[config.mk]
export PLATFORM = sky130hd
export DESIGN_NAME = rv_immgen_pipe
export DESIGN_NICKNAME = d
export VERILOG_FILES = /design/src/rtl/rv_immgen_pipe.sv
export SDC_FILE = /design/constraint.sdc
export NUM_CORES = 1
export LEC_CHECK = 0
export ABC_CLOCK_PERIOD_IN_PS = 2700
export BUFFER_PORTS_ARGS = -buffer_cell sky130_fd_sc_hd__clkbuf_2
export CORE_MARGIN = 2
export CORE_UTILIZATION = 45
export DETAILED_ROUTE_END_ITERATION = 16
export GPL_TIMING_DRIVEN = 0
export PLACE_DENSITY = 0.82
export SETUP_SLACK_MARGIN = 0.4
export SLEW_MARGIN = 20
export SYNTH_ARGS = -nofsm -noshare
export SYNTH_HDL_FRONTEND = slang
export SYNTH_SLANG_ARGS = --single-unit
[constraint.sdc]
create_clock -name i_clk -period 2.7 [get_ports i_clk]
set_clock_uncertainty 0.2 [all_clocks]
set_input_delay 0.54 -clock i_clk [delete_from_list [all_inputs] [get_ports i_clk]]
set_output_delay 0.54 -clock i_clk [all_outputs]
set_load 0.1 [all_outputs]
[src/rtl/rv_immgen_pipe.sv]
// Pipelined RISC-V immediate generator: decodes instr[31:7] by format into an XLEN-bit
// immediate, then carries it through STAGES elastic registers with valid/ready and flush.
module rv_immgen_pipe #(
  parameter int XLEN   = 32,
  parameter int STAGES = 1,
  parameter int TAG_W  = 5
) (
  input  logic             i_clk,
  input  logic             i_rst,
  input  logic             i_flush,
  input  logic             i_immgen_valid,
  output logic             o_immgen_ready,
  input  logic [24:0]      i_immgen_instr,
  input  logic [2:0]       i_immgen_ctrl,
  input  logic [TAG_W-1:0] i_immgen_tag,
  output logic             o_immgen_valid,
  input  logic             i_immgen_ready,
  output logic [XLEN-1:0]  o_immgen_res,
  output logic [TAG_W-1:0] o_immgen_tag,
  output logic             o_immgen_err
);

  typedef enum logic [2:0] {
    FMT_I     = 3'd0,
    FMT_S     = 3'd1,
    FMT_B     = 3'd2,
    FMT_J     = 3'd3,
    FMT_U     = 3'd4,
    FMT_SHAMT = 3'd5,
    FMT_ZIMM  = 3'd6,
    FMT_RSVD  = 3'd7
  } fmt_e;

  if (!(XLEN == 32 || XLEN == 64)) begin : g_bad_xlen
    $error("rv_immgen_pipe: XLEN must be 32 or 64");
  end
  if (STAGES < 1 || STAGES > 3) begin : g_bad_stages
    $error("rv_immgen_pipe: STAGES must be in 1..3");
  end

  // f holds instr[31:7], so instruction bit b sits at f[b-7].
  function automatic logic signed [XLEN-1:0] imm_decode(input logic [24:0] f, input fmt_e fmt);
    logic signed [XLEN-1:0] r;
    r = '0;
    case (fmt)
      FMT_I:     r = {{(XLEN-12){f[24]}}, f[24:13]};
      FMT_S:     r = {{(XLEN-12){f[24]}}, f[24:18], f[4:0]};
      FMT_B:     r = {{(XLEN-13){f[24]}}, f[24], f[0], f[23:18], f[4:1], 1'b0};
      FMT_J:     r = {{(XLEN-21){f[24]}}, f[24], f[12:5], f[13], f[23:14], 1'b0};
      FMT_U:     r = {{(XLEN-32){f[24]}}, f[24:5], 12'b0};
      FMT_SHAMT: r = (XLEN == 64) ? XLEN'(f[18:13]) : XLEN'(f[17:13]);
      FMT_ZIMM:  r = XLEN'(f[12:8]);
      default:   r = '0;
    endcase
    return r;
  endfunction

  function automatic logic fmt_illegal(input fmt_e fmt);
    return fmt == FMT_RSVD;
  endfunction

  logic                   vld_p [STAGES];
  logic signed [XLEN-1:0] res_p [STAGES];
  logic [TAG_W-1:0]       tag_p [STAGES];
  logic                   err_p [STAGES];

  logic                   src_vld [STAGES];
  logic signed [XLEN-1:0] src_res [STAGES];
  logic [TAG_W-1:0]       src_tag [STAGES];
  logic                   src_err [STAGES];
  logic                   load    [STAGES];

  // Each stage is fed by the decoder (stage 0) or by the stage before it.
  always_comb begin
    src_vld[0] = i_immgen_valid;
    src_res[0] = imm_decode(i_immgen_instr, fmt_e'(i_immgen_ctrl));
    src_tag[0] = i_immgen_tag;
    src_err[0] = fmt_illegal(fmt_e'(i_immgen_ctrl));
    for (int k = 1; k < STAGES; k++) begin
      src_vld[k] = vld_p[k-1];
      src_res[k] = res_p[k-1];
      src_tag[k] = tag_p[k-1];
      src_err[k] = err_p[k-1];
    end
  end

  // A stage loads when empty or when everything downstream of it moves; a bubble
  // anywhere below therefore lets the stages above it advance.
  always_comb begin
    logic chain;
    chain = i_immgen_ready;
    for (int k = STAGES - 1; k >= 0; k--) begin
      chain   = !vld_p[k] || chain;
      load[k] = chain;
    end
  end

  // ---- stage registers: data only updates on a valid load so stalls and bubbles hold it
  always_ff @(posedge i_clk) begin
    if (i_rst) begin
      for (int k = 0; k < STAGES; k++) begin
        vld_p[k] <= 1'b0;
        res_p[k] <= '0;
        tag_p[k] <= '0;
        err_p[k] <= 1'b0;
      end
    end else begin
      for (int k = 0; k < STAGES; k++) begin
        if (load[k]) begin
          vld_p[k] <= src_vld[k] && !i_flush;
          if (src_vld[k]) begin
            res_p[k] <= src_res[k];
            tag_p[k] <= src_tag[k];
            err_p[k] <= src_err[k];
          end
        end else if (i_flush) begin
          vld_p[k] <= 1'b0;
        end
      end
    end
  end

  // ---- output stage
  assign o_immgen_ready = load[0];
  assign o_immgen_valid = vld_p[STAGES-1];
  assign o_immgen_res   = res_p[STAGES-1];
  assign o_immgen_tag   = tag_p[STAGES-1];
  assign o_immgen_err   = err_p[STAGES-1];

endmodule

# == Yosys cells after proc, flatten, opt, wreduce, memory -nomap -nowiden ==
# Memories as Yosys holds them, arrays and structs flattened.
# Cells that the tools add are included.
# word_totals
regBits,0
mem_bits_rw,39
output_inout_bits,40
word_cells,45
mem_count,4
# classes
n_eq_ne,7
n_mux,24
n_reduce_logical,10
# memory_table
memory,words,width,read_ports,rd_ports_with_merged_regs,wr,line,rtl
res_p,1,32,1,0,1,63,logic signed [XLEN-1:0] res_p [STAGES];
tag_p,1,5,1,0,1,64,logic [TAG_W-1:0] tag_p [STAGES];
err_p,1,1,1,0,1,65,logic err_p [STAGES];
vld_p,1,1,1,0,1,62,logic vld_p [STAGES];
# ops
operator,n
case mux 32 bit (7 select lines),1
2-to-1 mux 32 bit,1
OR reduction 32 bit,1
2-to-1 mux 1 bit,21
"== test 3 bit, second input constant",4
"== test 3 x 2 -> 1 bit, second input constant",2
2-to-1 mux 5 bit,1
OR reduction 5 bit,1
"== test 3 x 1 -> 1 bit, second input constant",1
logical NOT 3 bit,1
OR reduction 1 bit,3
logical NOT 1 bit,2
logical AND 1 bit,1
logical OR 1 bit,1

# == Longest topological paths before layout ==
# Gate-level depths: netlist of the first run.
# depth
word_depth,8
depth_mapped,5
mapped_depth_nobuf,3

# == Worst setup path before layout of the first run ==
# No wires, ideal clock.
# synth_path
kind,register to register
from,memory vld_p[0]
to,"memory err_p[0], enable pin"
setup_time_ns,0.524
arrival_ns,2.757
required_time_ns,1.976
setup_slack_ns,-0.780
path_stages_with_launch,4
n_path_buf,0
synth_period_minus_slack_ns,3.480
path_cell_list,edfxtp_1 nand2b_1 nand2_1 nand2b_1
# synth_via
elab_chain_cells,8
# synth_rtl
element,line,rtl
start: declaration,62,
memory (1 x 1 bit) (*),n/a,
logical NOT 1 bit (*),93,chain = !vld_p[k] || chain;
logical OR 1 bit (*),93,
net o_immgen_ready,12,"output logic o_immgen_ready,"
2-to-1 mux 1 bit (*),109,if (load[k]) begin
2-to-1 mux 1 bit (*),100,if (i_rst) begin
2-to-1 mux 1 bit (implied by the code) (*),114,err_p[k] <= src_err[k];
OR reduction 1 bit (no line),n/a,
2-to-1 mux 1 bit (no line) (*),n/a,
end: declaration,65,
# The timed path passes the listed nets; every way through them passes the cells marked *.

# == Worst setup path in the final report of the first run ==
# layout_path
from,memory vld_p[0]
to,output o_immgen_ready
# layout_via
elab_chain_cells,3
# layout_rtl
element,line
memory (1 x 1 bit),n/a
logical NOT 1 bit,93
logical OR 1 bit,93
end: declaration,12
# No other way between the ends.

==> results of run 1 <==
report_power, final:
part	switching, W	internal [W]	total [W]
combinational	0.000422	0.0000978	0.000520
sequential	0.0000107	0.000712	0.000723
clock	0.000200	0.000369	0.000569
total	0.000633	0.00118	0.00181
sequential cells by signal, summed over array words and instances (netlist names):
signal	flops
err_p	1
tag_p	5
res_p	32
vld_p	1
critical path: stages, from the launching register on:
cell and delay [ps]:
edfxtp_1 430, nand2b_4 110, clkbuf_2 460
layout make-up:
| class | count | area [sq um] |
|---|---|---|
| tap | 52 | 65.1 |
| inverter | 6 | 22.5 |
| sequential | 39 | 1170 |
| timing repair buffer | 76 | 380 |
| clock inverter | 2 | 60.1 |
| multi-input combinational | 119 | 788 |
| clock buffer | 6 | 72.6 |
| fill | 365 | 1700 |
| buffer | 15 | 90.1 |
metal layers:
| metal | vias to the layer above | part of all wire, % | wire [microns] |
|---|---|---|---|
| li1 | 828 | - | - |
| met1 | 777 | 44 | 2060 |
| met2 | 74 | 47 | 2230 |
| met3 | 8 | 7.1 | 336 |
| met4 | 0 | 1.7 | 78 |
| met5 | - | 0 | 0 |
Yosys cell counts, types with 2 or more instances:
library cell | count | share of area, %
a21oi_1 | 27 | 6.6
a221oi_1 | 4 | 1.7
and3b_1 | 3 | 1.3
buf_1 | 2 | 0.37
buf_2 | 7 | 1.7
clkbuf_1 | 5 | 0.92
edfxtp_1 | 39 | 57
inv_1 | 6 | 1.1
mux2_2 | 6 | 3.3
mux2i_1 | 3 | 1.5
nand2_1 | 13 | 2.4
nand2b_1 | 5 | 1.5
nand3_1 | 8 | 2.0
nand3b_1 | 8 | 2.9
nor2_1 | 8 | 1.5
nor3_1 | 4 | 0.98
nor3b_1 | 6 | 2.2
o21ai_0 | 3 | 0.74
o21ba_2 | 7 | 3.4
o22ai_1 | 3 | 0.92
worst max-delay path by stage:
stage                     slack [ps]                    endpoint  cells past startpoint                    from
after global routing             640              o_immgen_ready                      2  vld_p[0]$_SDFFCE_PP0P_
after floorplan                  270  res_p[0][19]$_SDFFCE_PN0P_                      4  vld_p[0]$_SDFFCE_PP0P_
after CTS                        670              o_immgen_ready                      2  vld_p[0]$_SDFFCE_PP0P_
after global placement           650  res_p[0][22]$_SDFFCE_PN0P_                      5        i_immgen_ctrl[2]
final                            680              o_immgen_ready                      2  vld_p[0]$_SDFFCE_PP0P_
after detailed placement         590  res_p[0][22]$_SDFFCE_PN0P_                      5        i_immgen_ctrl[2]
kinds of logic (layout without fill, tap and decap cells):
kind of cell / after synthesis / count (layout)
mux: 9 / 9
flops: 39 / 39
simple gates: 62 / 62
xor+xnor: 1 / 1
buf+inv: 21 / 105
compound gates: 47 / 47
stage by stage:
| step | hold slack [ps] | instance area (sq um) |
|---|---|---|
| detailed placement | 547 | 2520 |
| finish | 344 | 2650 |
| CTS | 336 | 2650 |
| global placement | 534 | 2520 |
| floorplan | 536 | 2070 |
| global route | 356 | 2650 |
==> impl_metrics.toml, run 1 <==
[cts]
cts_resized = 0
cts_buffer_depth = 2
cts.sinks = 39
post_cts_buffers = 0
cts.clk_slew.worst_paths_ps = 70
cts_htree_levels = 2
cts_buffers = 5
hold_buffers = 0
clk_latency_ps = 280
cts_tree = "yes"
root_buffer = "clkbuf_8"

[setup_path]
required_ps = 1960
endpoint_kind = "output port"
crit_path_start_kind = "flip-flop"
path_class = "flip-flop to output port"
rrSetupSlack_ps = 1070
worstPathArrival_ps = 1280
rr_worst_depth = 3
crit_fanout = 5
r2r_end = "res_p[0][6]$_SDFFCE_PN0P_"
r2r_start = "vld_p[0]$_SDFFCE_PP0P_"

[min_path]
hold_end = "vld_p[0]$_SDFFCE_PP0P_"
hold-path-cell-count = 2
hp-class = "input port to flip-flop"
min_from = "i_flush"

[flow_run]
drv_cap = 0

[routing]
drt_iter0_drc = 89
avgViaCountPerCell = 5.36
routed-via-count = 1687
wire_per_inst_microns = 14.9
dr.pass1.iters = 4
post-route-drc-count = 0
wirelength_microns = 4710
antenna_left = 0

[placement]
gp_congestion = 0.818
hpwl_microns = 3410
port_buffers = 76
pre_cts_slack_ps = 590
dpl.cell_count = 307

[synth]
synth-xor-area-share_pct = 0.798
syn_area_sq_um = 2040
avgSynthCellArea_sq_um = 11.4
synth-compound-area-share_pct = 14.9
synthDistinctLibCells = 32
synth_cells = 179
synth_ff_type = "edfxtp_1"
synth_seq_cells = 39
synth_simple_gate_area_share_pct = 17.4
synth_edf_count = 39
synth_nets = 217
yosysSeqAreaShare_pct = 57.4
synthAdderAreaFrac_pct = 0
synth_top_family_by_area = "simple AND/OR/NAND/NOR gates"
yosysWarningCount = 0
synthMuxAreaShare_pct = 4.79
async_flop_share_pct = 0

[timing]
drv_slew = 0
fin_crit_sh_pct = 74.7
fin_tns_setup_ps = 0
setup_viol = 0
hold_violations = 0
period_needed_ps = 2020
rsz0062_at_grt = "false"
tightest_slew_ps = 556
max_freq_mhz = 496
relSlewSlack_pct = 63.1
setup_slack_ps = 683

[power]
leakagePower_nw = 1.15
pwr_density_cell_nw_per_um2 = 684
peakVddDrop_v = 0.000245
finalPower_w = 0.00181

[global_routing]
grt_pass1_wl_microns = 7360
track_usage_pct = 18.4
use_met3_pct = 3.23
grt_max_degree = 39
use_met2_pct = 30.6
grt_pass1_vias = 1628
use_met1_pct = 23.4
antenna_found_initial = 0
grt-ovfl-total = 0
top_usage_layer = "met2"

[floorplanning]
die_h_microns = 71.3
die_area_sq_um = 5090
die_w_microns = 71.3
core-area_sq_um = 4350
num_rows = 24
initial_utilization_pct = 46.8
io_pins = 78

[outcome]
status = "finished clean"

[cells_and_area]
final_cell_mix = "clkbuf_2, edfxtp_1, a21oi_1, nand2_1"
drive_gt1_share_pct = 43.0
area.growth.synth_to_final_pct = 29.9
fin_nets = 300
post-route-util_pct = 60.9
fin_cells = 315
n_antenna_cell = 0
final_common_cell = "clkbuf_2"
Power figures use the tool's default switching activity.
==> inputs of run 2 (changes only) <==
--- a/config.mk
+++ b/config.mk
@@ -5,13 +5,13 @@
 export SDC_FILE = /design/constraint.sdc
 export NUM_CORES = 1
 export LEC_CHECK = 0
-export ABC_CLOCK_PERIOD_IN_PS = 2700
+export ABC_CLOCK_PERIOD_IN_PS = 1770
 export BUFFER_PORTS_ARGS = -buffer_cell sky130_fd_sc_hd__clkbuf_2
 export CORE_MARGIN = 2
-export CORE_UTILIZATION = 45
+export CORE_UTILIZATION = 44
 export DETAILED_ROUTE_END_ITERATION = 16
 export GPL_TIMING_DRIVEN = 0
-export PLACE_DENSITY = 0.82
+export PLACE_DENSITY = 0.84
 export SETUP_SLACK_MARGIN = 0.4
 export SLEW_MARGIN = 20
 export SYNTH_ARGS = -nofsm -noshare
==> constraint.sdc (replaced) <==
create_clock -name i_clk -period 1.77 [get_ports i_clk]
set_clock_uncertainty 0.2 [all_clocks]
set_input_delay 0.354 -clock i_clk [delete_from_list [all_inputs] [get_ports i_clk]]
set_output_delay 0.354 -clock i_clk [all_outputs]
set_load 0.1 [all_outputs]
==> run 2 against run 1 <==
Effect of this change: non-clock buffer count increased by 9; hold slack got worse by 200 ps; die area increased by 2.1%; sequential power increased by 58%; combinational power increased by 110%; clock power increased by 61%; setup slack got worse by 550 ps; via count increased by 20%; first-iteration DRC count increased by 67%; sequential cell count unchanged; utilization increased by 20 points; critical path depth unchanged; critical endpoint unchanged; largest cell class unchanged; highest routed layer unchanged.
==> impl_metrics.toml, run 2 (synthesized netlist as in run 1, its figures left out) <==
[outcome]
status = "finished clean"

[cells_and_area]
final_cell_mix = "buf_8, edfxtp_1, clkbuf_2, a21oi_1, nand2_1"
area.growth.synth_to_final_pct = 74.2
nFillCells = 215
fin_nets = 316
largest_register_ffs = 32
final-seq-area_sq_um = 1170
n_antenna_cell = 0
final_common_cell = "buf_8"
drive_gt1_share_pct = 61.3
top_regs = "res_p (32), tag_p (5)"
multi_input_area_sq_um = 1130
regMostFlops = "res_p"
finalInstanceArea_sq_um = 3550
post-route-util_pct = 80.5

[setup_path]
crit_path_start_kind = "flip-flop"
rr_worst_depth = 3
endpoint_kind = "output port"
rrSetupSlack_ps = 140
r2r_start = "vld_p[0]$_SDFFCE_PP0P_"
path_class = "flip-flop to output port"
crit_fanout = 5
required_ps = 1220
r2r_end = "res_p[0][1]$_SDFFCE_PN0P_"
worstPathArrival_ps = 1080

[routing]
wirelength_microns = 7540
post-route-drc-count = 0
drt_iter0_drc = 149
wl_met2_microns = 3860
dr.pass1.iters = 5
antenna_left = 0
highest_layer = "met4"
routed-via-count = 2017
wl_met3_microns = 736
wire_per_inst_microns = 22.8
wl_met1_microns = 2720
avgViaCountPerCell = 6.09

[min_path]
hold_end = "vld_p[0]$_SDFFCE_PP0P_"
hp-class = "input port to flip-flop"
hold-path-cell-count = 2
min_from = "i_flush"

[timing]
drv_slew = 0
period_needed_ps = 1640
max_freq_mhz = 611
rsz0062_at_grt = "true"
fin_crit_sh_pct = 92.5
setup_slack_ps = 133
tightest_slew_ps = 495
hold_violations = 0
setup_viol = 0
relSlewSlack_pct = 67.0

[floorplanning]
core-area_sq_um = 4410
initial_utilization_pct = 46.2
die_h_microns = 72.1
die_area_sq_um = 5200
num_rows = 24
io_pins = 78
die_w_microns = 72.1

[cts]
cts_buffers = 5
cts_htree_levels = 2
clk_latency_ps = 300
root_buffer = "clkbuf_8"
cts.sinks = 39
cts_buffer_depth = 2
cts_tree = "yes"
cts.clk_slew.worst_paths_ps = 80

[placement]
pre_cts_slack_ps = -140
port_buffers = 76
gp_congestion = 0.900
dpl_cell_area_sq_um = 2520
hpwl_microns = 3420

[global_routing]
track_usage_pct = 24.6
grt_pass1_wl_microns = 9510
antenna_found_initial = 0
grt_pass1_vias = 1896
grt_max_degree = 20
grt-ovfl-total = 0

[flow_run]
drv_cap = 0

[power]
peakVddDrop_v = 0.000471
p_clk_share_pct = 29.3
p_int_w = 0.00200
p_sw_share_pct = 36.2
p_sw_w = 0.00113
leakagePower_nw = 1.44
seqPwrFrac_pct = 36.4
power_frac_comb_pct = 34.3
pwr_density_cell_nw_per_um2 = 881
-- run 2: cell types whose count changed in the layout (fill, tap and decap cells not counted), sizes merged --
cell and delta:
nand2b +7, clkbuf -43, buf +52
-- run 2: worst max-delay path by stage --
stage | slack, ps | depth (start not counted) | end | start
floorplan | -660 | 4 | res_p[0][19]$_SDFFCE_PN0P_ | vld_p[0]$_SDFFCE_PP0P_
global placement | -90 | 5 | res_p[0][23]$_SDFFCE_PN0P_ | i_immgen_ctrl[2]
detailed placement | -140 | 5 | res_p[0][22]$_SDFFCE_PN0P_ | i_immgen_ctrl[2]
CTS | 140 | 2 | o_immgen_ready | vld_p[0]$_SDFFCE_PP0P_
global route | 100 | 3 | res_p[0][1]$_SDFFCE_PN0P_ | vld_p[0]$_SDFFCE_PP0P_
finish | 130 | 2 | o_immgen_ready | vld_p[0]$_SDFFCE_PP0P_
-- run 2: power by group through the flow --
stage | combinational [W] | clock (W) | sequential (W)
global placement | 0.000783 | 0 | 0.00112
detailed placement | 0.000791 | 0 | 0.00113
finish | 0.00107 | 0.000916 | 0.00114
floorplan | 0.000168 | 0 | 0.00160
CTS | 0.000968 | 0.000888 | 0.00112
global route | 0.00110 | 0.000946 | 0.00114
-- run 2: per-stage QoR --
stage / hold WS (ps) / instances / TNS (ps) / power, W
2_1_floorplan: 350 / 179 / -44850 / 0.00177
3_3_place_gp: 450 / 307 / -947 / 0.00191
3_5_place_dp: 456 / 307 / -1200 / 0.00192
4_1_cts: 146 / 323 / 0 / 0.00297
5_1_grt: 163 / 331 / 0 / 0.00319
6_report: 146 / 331 / 0 / 0.00313
-- run 2: what timing repair did --
| action | 4_1_cts | 5_1_grt |
|---|---|---|
| gates resized for setup | 133 | 74 |
| setup buffers | 2 | 3 |
| endpoints found under the setup margin | 116 | 117 |
| pin swaps | 13 | 4 |
| gates cloned | 6 | 5 |
| hold buffers | 0 | 0 |
-- run 2: cell type report --
class                      count  share of cell area (%)
sequential                    39                    33.0
multi-input combinational    126                    31.9
timing repair buffer          85                    25.4
buffer                        15                    3.56
clock buffer                   6                    2.04
tap                           52                    1.83
clock inverter                 2                    1.69
inverter                       6                   0.634
-- run 2: metal layers --
layer | vias up | GRT usage [%]
met2 | 164 | 42.5
li1 | 871 | -
met1 | 963 | 28.4
met3 | 19 | 6.11
met5 | - | 0
met4 | 0 | 12.2
-- run 2: critical path, cell delays in order (launching register included) --
cell       delay (ps)
edfxtp_1          440
nand2b_4          130
clkbuf_16         200
